**src/rtl/synth_pkg.sv**
```systemverilog
// synth_pkg: shared constants and types for the MIDI voice allocator.
//   NOTE_ON / NOTE_OFF   : MIDI status nibbles for channel voice messages
//   NOTE_COUNT           : number of playable notes (piano range)
//   DEFAULT_NUM_VOICES   : default polyphony
//   parse_state_t        : byte parser states
package synth_pkg;

  localparam logic [3:0] NOTE_ON  = 4'h9;
  localparam logic [3:0] NOTE_OFF = 4'h8;

  localparam int NOTE_COUNT         = 88;
  localparam int DEFAULT_NUM_VOICES = 8;

  typedef enum logic [1:0] {
    IDLE  = 2'd0,
    DATA1 = 2'd1,
    DATA2 = 2'd2,
    ALLOC = 2'd3
  } parse_state_t;

endpackage

```
**src/rtl/voice_lru.sv**
```systemverilog
// voice_lru: least-recently-used ranking of the voice table.
//   clk, nreset : clock, asynchronous active-low reset (age[i] = i)
//   touch       : mark voice touch_idx as most recent this cycle
//   touch_idx   : voice being touched
//   oldest      : index of the voice whose age is N-1
// Ages always form a permutation of 0..N-1.
module voice_lru #(
  parameter int N = 8
) (
  input  logic                 clk,
  input  logic                 nreset,
  input  logic                 touch,
  input  logic [$clog2(N)-1:0] touch_idx,
  output logic [$clog2(N)-1:0] oldest
);

  localparam int AW = $clog2(N);

  logic [AW-1:0] age [N];
  logic [AW-1:0] touched_age;

  assign touched_age = age[touch_idx];

  always_ff @(posedge clk or negedge nreset) begin
    if (!nreset) begin
      for (int unsigned i = 0; i < N; i++) age[i] <= AW'(i);
    end else if (touch) begin
      for (int unsigned i = 0; i < N; i++) begin
        if (AW'(i) == touch_idx)      age[i] <= '0;
        else if (age[i] < touched_age) age[i] <= age[i] + 1'b1;
      end
    end
  end

  always_comb begin
    oldest = '0;
    for (int unsigned i = 0; i < N; i++) begin
      if (age[i] == AW'(N - 1)) oldest = AW'(i);
    end
  end

endmodule

```
**src/rtl/midi_voice_alloc.sv**
```systemverilog
// midi_voice_alloc: MIDI note-on/note-off parser with polyphonic voice table.
//   clk, nreset   : clock, asynchronous active-low reset
//   rx_valid/rx_data/rx_ready : byte stream in (accepted when valid && ready)
//   voice_note    : packed 7-bit note table index per voice (note - NOTE_LO)
//   voice_gate    : voice held
//   voice_vel     : packed 7-bit velocity per voice
//   voice_retrig  : one-cycle pulse when a voice starts/restarts a note
//   overflow      : one-cycle pulse when a note-on is dropped
// Build option: define VOICE_STEAL_EN to overwrite the oldest voice when all
// voices are held; otherwise the note-on is dropped and overflow pulses.
module midi_voice_alloc
  import synth_pkg::*;
#(
  parameter int NUM_VOICES   = DEFAULT_NUM_VOICES,
  parameter int MIDI_CHANNEL = 0,
  parameter int NOTE_LO      = 21
) (
  input  logic                    clk,
  input  logic                    nreset,
  input  logic                    rx_valid,
  input  logic [7:0]              rx_data,
  output logic                    rx_ready,
  output logic [7*NUM_VOICES-1:0] voice_note,
  output logic [NUM_VOICES-1:0]   voice_gate,
  output logic [7*NUM_VOICES-1:0] voice_vel,
  output logic [NUM_VOICES-1:0]   voice_retrig,
  output logic                    overflow
);

  localparam int IW = $clog2(NUM_VOICES);
  localparam logic [7:0] LO8 = 8'(NOTE_LO);
  localparam logic [7:0] HI8 = 8'(NOTE_LO + NOTE_COUNT - 1);

  parse_state_t state, state_nx;

  logic       rs_valid, rs_on;
  logic [6:0] note_q, vel_q;

  logic       accept, is_rt, is_status, is_voice_msg;

  logic [6:0] note_arr [NUM_VOICES];
  logic [6:0] vel_arr  [NUM_VOICES];
  logic [NUM_VOICES-1:0] gate_r, retrig_r, match;
  logic       ovf_r, ovf_nx;

  logic       note_ok, is_on, hit, free_any, do_on, do_off;
  logic [6:0] idx;
  logic [IW-1:0] hit_idx, free_idx, sel, oldest;

  // ---------------------------------------------------------------- parser
  assign rx_ready     = (state != ALLOC);
  assign accept       = rx_valid && rx_ready;
  assign is_rt        = (rx_data >= 8'hF8);
  assign is_status    = rx_data[7];
  assign is_voice_msg = ((rx_data[7:4] == NOTE_ON) || (rx_data[7:4] == NOTE_OFF)) &&
                        (rx_data[3:0] == 4'(MIDI_CHANNEL));

  always_ff @(posedge clk or negedge nreset) begin
    if (!nreset) state <= IDLE;
    else         state <= state_nx;
  end

  // A status byte is handled the same way in IDLE, DATA1 and DATA2, which
  // abandons any partial message.
  always_comb begin
    state_nx = state;
    if (state == ALLOC) begin
      state_nx = IDLE;
    end else if (accept && !is_rt) begin
      if (is_status) begin
        state_nx = is_voice_msg ? DATA1 : IDLE;
      end else begin
        case (state)
          IDLE:    if (rs_valid) state_nx = DATA2;
          DATA1:   state_nx = DATA2;
          DATA2:   state_nx = ALLOC;
          default: state_nx = state;
        endcase
      end
    end
  end

  always_ff @(posedge clk or negedge nreset) begin
    if (!nreset) begin
      rs_valid <= 1'b0;
      rs_on    <= 1'b0;
      note_q   <= '0;
      vel_q    <= '0;
    end else if (accept && !is_rt) begin
      if (is_status) begin
        rs_valid <= is_voice_msg;
        rs_on    <= (rx_data[7:4] == NOTE_ON);
      end else if (state == DATA2) begin
        vel_q <= rx_data[6:0];
      end else if (state == DATA1 || (state == IDLE && rs_valid)) begin
        note_q <= rx_data[6:0];
      end
    end
  end

  // ------------------------------------------------------------ allocation
  assign note_ok = ({1'b0, note_q} >= LO8) && ({1'b0, note_q} <= HI8);
  assign idx     = note_q - 7'(NOTE_LO);
  assign is_on   = rs_on && (vel_q != 7'd0);

  always_comb begin
    match    = '0;
    hit      = 1'b0;
    hit_idx  = '0;
    free_any = 1'b0;
    free_idx = '0;
    for (int unsigned i = 0; i < NUM_VOICES; i++) begin
      match[i] = gate_r[i] && (note_arr[i] == idx);
      if (match[i] && !hit) begin
        hit     = 1'b1;
        hit_idx = IW'(i);
      end
      if (!gate_r[i] && !free_any) begin
        free_any = 1'b1;
        free_idx = IW'(i);
      end
    end
  end

  always_comb begin
    do_on  = 1'b0;
    do_off = 1'b0;
    sel    = '0;
    ovf_nx = 1'b0;
    if (state == ALLOC && note_ok) begin
      if (is_on) begin
        if (hit) begin
          sel   = hit_idx;
          do_on = 1'b1;
        end else if (free_any) begin
          sel   = free_idx;
          do_on = 1'b1;
        end else begin
`ifdef VOICE_STEAL_EN
          sel   = oldest;
          do_on = 1'b1;
`else
          ovf_nx = 1'b1;
`endif
        end
      end else begin
        do_off = 1'b1;
      end
    end
  end

`ifndef VOICE_STEAL_EN
  logic lru_unused;
  assign lru_unused = ^oldest;
`endif

  voice_lru #(.N(NUM_VOICES)) u_lru (
    .clk       (clk),
    .nreset    (nreset),
    .touch     (do_on),
    .touch_idx (sel),
    .oldest    (oldest)
  );

  always_ff @(posedge clk or negedge nreset) begin
    if (!nreset) begin
      for (int unsigned i = 0; i < NUM_VOICES; i++) begin
        note_arr[i] <= '0;
        vel_arr[i]  <= '0;
      end
      gate_r   <= '0;
      retrig_r <= '0;
      ovf_r    <= 1'b0;
    end else begin
      retrig_r <= '0;
      ovf_r    <= ovf_nx;
      if (do_on) begin
        note_arr[sel] <= idx;
        vel_arr[sel]  <= vel_q;
        gate_r[sel]   <= 1'b1;
        retrig_r[sel] <= 1'b1;
      end
      // Note and velocity are kept on note-off so the release tail can run.
      if (do_off) gate_r <= gate_r & ~match;
    end
  end

  always_comb begin
    voice_note = '0;
    voice_vel  = '0;
    for (int unsigned i = 0; i < NUM_VOICES; i++) begin
      voice_note[i*7 +: 7] = note_arr[i];
      voice_vel[i*7 +: 7]  = vel_arr[i];
    end
  end

  assign voice_gate   = gate_r;
  assign voice_retrig = retrig_r;
  assign overflow     = ovf_r;

endmodule

```
**config.mk**
```make
export PLATFORM = sky130hd
export DESIGN_NAME = midi_voice_alloc
export DESIGN_NICKNAME = d
export VERILOG_FILES = /design/src/rtl/synth_pkg.sv /design/src/rtl/voice_lru.sv /design/src/rtl/midi_voice_alloc.sv
export SDC_FILE = /design/constraint.sdc
export NUM_CORES = 1
export LEC_CHECK = 0
export CAP_MARGIN = 20
export CORE_MARGIN = 3
export CORE_UTILIZATION = 45
export DETAILED_ROUTE_END_ITERATION = 16
export HOLD_SLACK_MARGIN = 0.08
export PLACE_DENSITY = 0.71
export SYNTH_ARGS = -nofsm -noshare
export SYNTH_HDL_FRONTEND = slang
export SYNTH_HIERARCHICAL = 1
export SYNTH_SLANG_ARGS = --single-unit
```
**constraint.sdc**
```tcl
create_clock -name clk -period 5.1 [get_ports clk]
set_clock_uncertainty 0.2 [all_clocks]
set_input_delay 1.02 -clock clk [delete_from_list [all_inputs] [get_ports clk]]
set_output_delay 1.02 -clock clk [all_outputs]
set_load 0.005 [all_outputs]
```
Word level (Yosys, flattened, before mapping)
Cells that the tools add are included.
{ "totals": {"input_bits": 11, "elab_cells": 176, "output_inout_bits": 130, "register_bits": 147} }
{ "op_classes": {"muxes": 59, "n_lt_le_gt_ge": 7, "bitwise_logic": 6, "n_eq_ne": 15, "addsub": 1, "reduce_logical": 64} }
{ "ops": {"columns": ["op", "n"], "rows": [
  ["$bwmux 56", 2],
  ["$eq 7x7->1", 8],
  ["$mux 3", 16],
  ["$logic_and 1x1->1", 31],
  ["$mux 1", 30],
  ["$mux 8", 3],
  ["$demux 7 s3", 1],
  ["$logic_not 1->1", 21],
  ["$and 8x8->8", 1],
  ["$eq 4x4->1 const B", 2],
  ["$ge 8x8->1 const B", 1],
  ["$mux 2", 4],
  ["$not 8->8", 1],
  ["$or 8x8->8", 1],
  ["$ge 7x5->1 const B", 1],
  ["$le 7x7->1 const B", 1],
  ["$mux 7", 1],
  ["$reduce_bool 7->1", 1],
  ["$sub 7x5->7 const B", 1],
  ["$pmux 2 s3", 1],
  ["$reduce_and 3->1", 2],
  ["$reduce_bool 5->1", 1],
  ["$eq 2x2->1 const B", 2],
  ["$ge 4x4->1 const B", 1],
  ["15 further kinds", 18]
]} }

Logic depth before layout (Yosys ltp)
{ "depth": {"depth_word": 35, "ltp_mapped": 16, "ltp_nobuf": 11} }

Worst setup path before layout
No wires, ideal clock.
{ "synth_path": {"path_kind": "register -> register", "start": "reg note_q[0]", "end": "reg note_arr (netlist bit voice_note[48])", "arrival_time_ps": 3589, "setup_time_ps": 125, "path_slack_ps": 1187, "path_buffers": 5, "path_stages_with_launch": 16, "required_time_ps": 4775, "period_less_slack_ps": 3913, "cell_sequence": "dfrtp_1 -> buf_2 -> inv_2 -> ha_1 -> buf_2 -> buf_1 -> xor2_1 -> nand3_1 -> nor4_1 -> nor4_1 -> a211oi_1 -> and2_1 -> nor2b_1 -> buf_4 -> buf_6 -> mux2_2"} }
{ "synth_between": {"elab_chain_len": 34, "elab_cells_between_ends": 63, "classes_between": "add/sub (1); order compare (4); eq/ne (8); mux (24); bitwise (1); reduce/logical (25)"} }
{ "synth_rtl": {"columns": ["item", "line_no", "text"], "rows": [
  ["from (decl)", "midi_voice_alloc.sv:37", "logic [6:0] note_q, vel_q;"],
  ["from (signal assigned)", "midi_voice_alloc.sv:96", "note_q <= rx_data[6:0];"],
  ["$sub 7x5->7 (*)", "midi_voice_alloc.sv:103", "assign idx = note_q - 7'(NOTE_LO);"],
  ["net idx[0]", "midi_voice_alloc.sv:47", "logic [6:0] idx;"],
  ["$eq 7x7->1", "midi_voice_alloc.sv:113", "match[i] = gate_r[i] && (note_arr[i] == idx);"],
  ["$logic_and 1x1->1", "midi_voice_alloc.sv:113", null],
  ["$mux 1", "midi_voice_alloc.sv:114", "if (match[i] && !hit) begin"],
  ["$logic_not 1->1", "midi_voice_alloc.sv:114", null],
  ["$logic_and 1x1->1", "midi_voice_alloc.sv:114", null],
  ["$mux 1", "midi_voice_alloc.sv:114", null],
  ["(+19 left out)", null, null],
  ["$mux 3", "midi_voice_alloc.sv:131", "if (is_on) begin"],
  ["$mux 3", "midi_voice_alloc.sv:130", "if (state == ALLOC && note_ok) begin"],
  ["$not 3->4 (not written as such)", "midi_voice_alloc.sv:178", "note_arr[sel] <= idx;"],
  ["$ge 4x4->1 or $lt 4x1->1 (tied branches)", null, null],
  ["$logic_and 1x1->1 (not written as such)", "midi_voice_alloc.sv:178", null],
  ["$mux 7 (not written as such)", "midi_voice_alloc.sv:178", null],
  ["$demux 7 s3", "midi_voice_alloc.sv:178", null],
  ["$bwmux 56", "midi_voice_alloc.sv:178", null],
  ["to (signal, indexed assignment)", "midi_voice_alloc.sv:178", null],
  ["to (decl)", "midi_voice_alloc.sv:41", "logic [6:0] note_arr [NUM_VOICES];"]
]} }
The timed path passes the listed nets; every way through them passes the cells marked *.
A chain may end at the register's enable or synchronous reset.

Worst setup path after layout
{ "layout_path": {"start": "reg note_q[0]", "end": "reg vel_arr (netlist bit voice_vel[39])"} }
{ "layout_between": {"elab_chain_len": 34, "elab_cells_between_ends": 63, "classes_between": "add/sub (1); order compare (4); eq/ne (8); mux (24); bitwise (1); reduce/logical (25)"} }
{ "layout_rtl": {"columns": ["item", "line_no", "text"], "rows": [
  ["$sub 7x5->7 (*)", "midi_voice_alloc.sv:103", null],
  ["net idx[0]", "midi_voice_alloc.sv:47", null],
  ["$eq 7x7->1", "midi_voice_alloc.sv:113", null],
  ["$logic_and 1x1->1", "midi_voice_alloc.sv:113", null],
  ["$mux 1", "midi_voice_alloc.sv:114", null],
  ["$logic_not 1->1", "midi_voice_alloc.sv:114", null],
  ["$logic_and 1x1->1", "midi_voice_alloc.sv:114", null],
  ["$mux 1", "midi_voice_alloc.sv:114", null],
  ["(+19 left out)", null, null],
  ["$mux 3", "midi_voice_alloc.sv:131", null],
  ["$mux 3", "midi_voice_alloc.sv:130", null],
  ["$not 3->4 (not written as such)", "midi_voice_alloc.sv:179", "vel_arr[sel] <= vel_q;"],
  ["$ge 4x4->1 or $lt 4x1->1 (tied branches)", null, null],
  ["$logic_and 1x1->1 (not written as such)", "midi_voice_alloc.sv:179", null],
  ["$mux 7 (not written as such)", "midi_voice_alloc.sv:179", null],
  ["$demux 7 s3", "midi_voice_alloc.sv:179", null],
  ["$bwmux 56", "midi_voice_alloc.sv:179", null],
  ["to (signal, indexed assignment)", "midi_voice_alloc.sv:179", null],
  ["to (decl)", "midi_voice_alloc.sv:42", "logic [6:0] vel_arr [NUM_VOICES];"]
]} }
Marked as above.

==> impl_metrics.tcl <==
set metrics [dict create \
    min_to "rs_on" \
    cts-resized-gates 0 \
    yosysMostFrequentCell "dfrtp_1" \
    relSlewSlack 0.395 \
    static-leakage-power_nw 4.43 \
    busiest_layer "met2" \
    maxClockFrequency_mhz 216 \
    grt_pass1_wl_um 31000 \
    crit_slowest_cell "and2_1" \
    yosysTopAreaCell "dfrtp_1" \
    met2_usage 0.368 \
    cts_buffer_depth 2 \
    final_area_um2 9610 \
    crit_path_max_incr_delay_ns 0.66 \
    synth_cell_types 67 \
    dieArea_um2 18200 \
    async_flop_share 1.00 \
    cts_hold_buf 0 \
    synth_area_per_cell_um2 12.5 \
    cts-root-buf "clkbuf_16" \
    clk_latency_ns 0.43 \
    cp_max_fo 14 \
    htree_num_levels 4 \
    clock-sinks 147 \
    drv_slew 0 \
    final_nets 748 \
    synth_common_cells "dfrtp_1, mux2_2, xnor2_1" \
    timing.final.hold_violations 0 \
    r2r_cells 11 \
    cts_buffers 17 \
    drt_iter0_drc 360 \
    rows 46 \
    area_growth_pct 28.8 \
    place_area_um2 8980 \
    core_um2 16100 \
    critPathRequiredTime_ns 5.20 \
    dp.final_hpwl_um 14400 \
    cp-start-kind "flip-flop" \
    ir_drop_uv 262 \
    status "complete, no violations" \
    drc 0 \
    dp.cells 925 \
    dieHeight_um 135 \
    cts_tree "yes" \
    synth_edf_count 0 \
    wire_per_inst_um 21.0 \
    r2r-start "note_q[0]" \
    synth_top_area_frac 0.493 \
    grt_remaining_overflow 0 \
    path_clk_slew_ns 0.07 \
    routed_wl_um 20100 \
    crit_path_frequent_cell "and2_1" \
    ys_ff_latch 147 \
    end_kind "flip-flop" \
    io_pins 141 \
    final_layout_size_suffix_gt1_frac 0.228 \
    antenna_found_initial 0 \
    crit_type "flip-flop to flip-flop" \
    worstHoldPathType "flip-flop to flip-flop" \
    syn_area_um2 7460 \
    synthFlopType "dfrtp_1" \
    ys_seq_area_frac 0.493 \
    worst_pin_slew_ns 0.901 \
    ant_nets 0 \
    via_count 5209 \
    port_buffers 140 \
    met1_usage 0.303 \
    viasPerCell 5.44 \
    critPathArrivalTime_ns 4.73 \
    finalCriticalPeriod_ns 4.63 \
    grt_start_max_net_pins 116 \
    hp-start "rs_on" \
    grt_pass1_vias 5242 \
    crit_path_cell_trace "inv_2 > ha_1 > nand2b_1 > o2bb2ai_4 > xnor3_1 > nor4_1 > nor2_1 > a311oi_2 > and2_1 > and2_1 > mux2_2" \
    rsz0062_at_grt "no" \
    met3_usage 0.0380 \
    synth_nets 615 \
    die_x_um 135 \
    drt_first_pass_iters 6 \
    post_cts_buffers 0 \
    final_cells 958 \
    antenna_cells 0 \
    place_congestion 0.913 \
    reg2reg_slack_ns 0.47 \
    start_util 0.465 \
    synthCells 596 \
    finalSetupViolCount 0 \
    fin_tns_setup_ns 0 \
    fin_crit_sh 0.907 \
    cap_violations 0 \
    ys_warn_count 6 \
    power_density_nw_per_um2 493 \
    synth.area.top_cells "dfrtp_1, mux2_2, xnor3_1" \
    grt_usage 0.224 \
    regToRegEndpoint "voice_vel[39]" \
    holdPathStages 2 \
]
## report_power, final
group	switching [mW]	total, mW	internal [mW]
Sequential	0.289	1.59	1.30
Combinational	0.971	1.86	0.884
Clock	0.513	1.29	0.779
Total	1.77	4.74	2.97
## cell families after synthesis
| logic type | count (synthesis) | synth area share |
|---|---|---|
| AOI/OAI and AO/OA | 56 | 0.0521 |
| xor gates and xnor gates | 67 | 0.108 |
| adders and majority gates | 8 | 0.0134 |
| buffers and inverters | 60 | 0.0434 |
| DFF | 147 | 0.493 |
| muxes | 126 | 0.192 |
| and+or+nand+nor | 132 | 0.0984 |
## worst max-delay path: cells and delay by family (launching register included)
family	cells	cell delay (ns)
AOI/OAI and AO/OA	2	0.66
buffers and inverters	1	0.20
muxes	1	0.43
DFF	1	0.39
xor gates and xnor gates	1	0.30
adders and majority gates	1	0.31
and+or+nand+nor	5	2.01
## stage by stage
stage          hold slack, ns  setup slack, ns  utilization  total power, mW
6_report                0.293            0.474        0.599             4.74
3_3_place_gp            0.275            0.561        0.559             3.39
2_1_floorplan           0.249             1.19            -             2.82
4_1_cts                 0.292            0.498        0.597             4.75
5_1_grt                 0.313            0.211        0.599             4.98
3_5_place_dp            0.277            0.546        0.559             3.44
## flip-flops by register name, summed over array words and instances (netlist names)
| signal | count |
|---|---|
| voice_note | 56 |
| rs_valid | 1 |
| voice_vel | 56 |
| overflow | 1 |
| state | 2 |
| voice_retrig | 8 |
| voice_gate | 8 |
| rs_on | 1 |
| vel_q | 7 |
| note_q | 7 |
## worst max-delay path by stage
stage | startpoint | to | slack (ns) | cells past startpoint
6_report | note_q[0] | voice_vel[39] | 0.47 | 11
5_1_grt | note_q[0] | voice_vel[39] | 0.21 | 11
4_1_cts | note_q[0] | voice_vel[39] | 0.50 | 11
3_5_place_dp | note_q[0] | voice_vel[39] | 0.55 | 11
3_3_place_gp | note_q[0] | voice_note[35] | 0.56 | 11
2_1_floorplan | note_q[0] | voice_note[48] | 1.19 | 15
## layout make-up
| type | count | area, um^2 |
|---|---|---|
| Clock buffer | 19 | 433 |
| Clock inverter | 13 | 175 |
| Fill cell | 1262 | 6440 |
| Inverter | 22 | 82.6 |
| Multi-Input combinational cell | 389 | 3460 |
| Sequential cell | 147 | 3680 |
| Tap cell | 216 | 270 |
| Timing Repair Buffer | 152 | 1510 |
## metal layers
metal  wire length, um  share of wire
met5                 0              0
met4               491          0.024
met3               940          0.047
met2              9820           0.49
met1              8870           0.44
## cells in the final DEF (no fill, tap or decap), types with 3 or more instances in the layout
cell type        synthesis  layout
nand3_1                 15      15
clkinvlp_4               0       3
and3_1                   8       8
inv_1                   21      21
or4_1                    4       4
mux2_2                 108     108
clkdlybuf4s50_1          0     139
nand2b_1                10      10
mux2_1                   3       3
mux2i_1                  8       8
buf_4                   10      11
and2_1                   7       7
clkbuf_16                0      17
ha_1                     8       8
xnor2_1                 31      31
dfrtp_1                147     147
o21ai_0                 17      17
a31oi_1                  3       3
nor4_1                   7       7
mux2_4                   7       7
nand2_1                 28      28
xnor3_1                 13      13
a211oi_1                 6       6
nand4_1                  9       9
xor2_1                  20      20
nor2b_1                  5       5
bufinv_16                0       3
nor2_1                  18      18
a21oi_1                  6       6
Note: power is estimated with default switching activity, not from simulation.
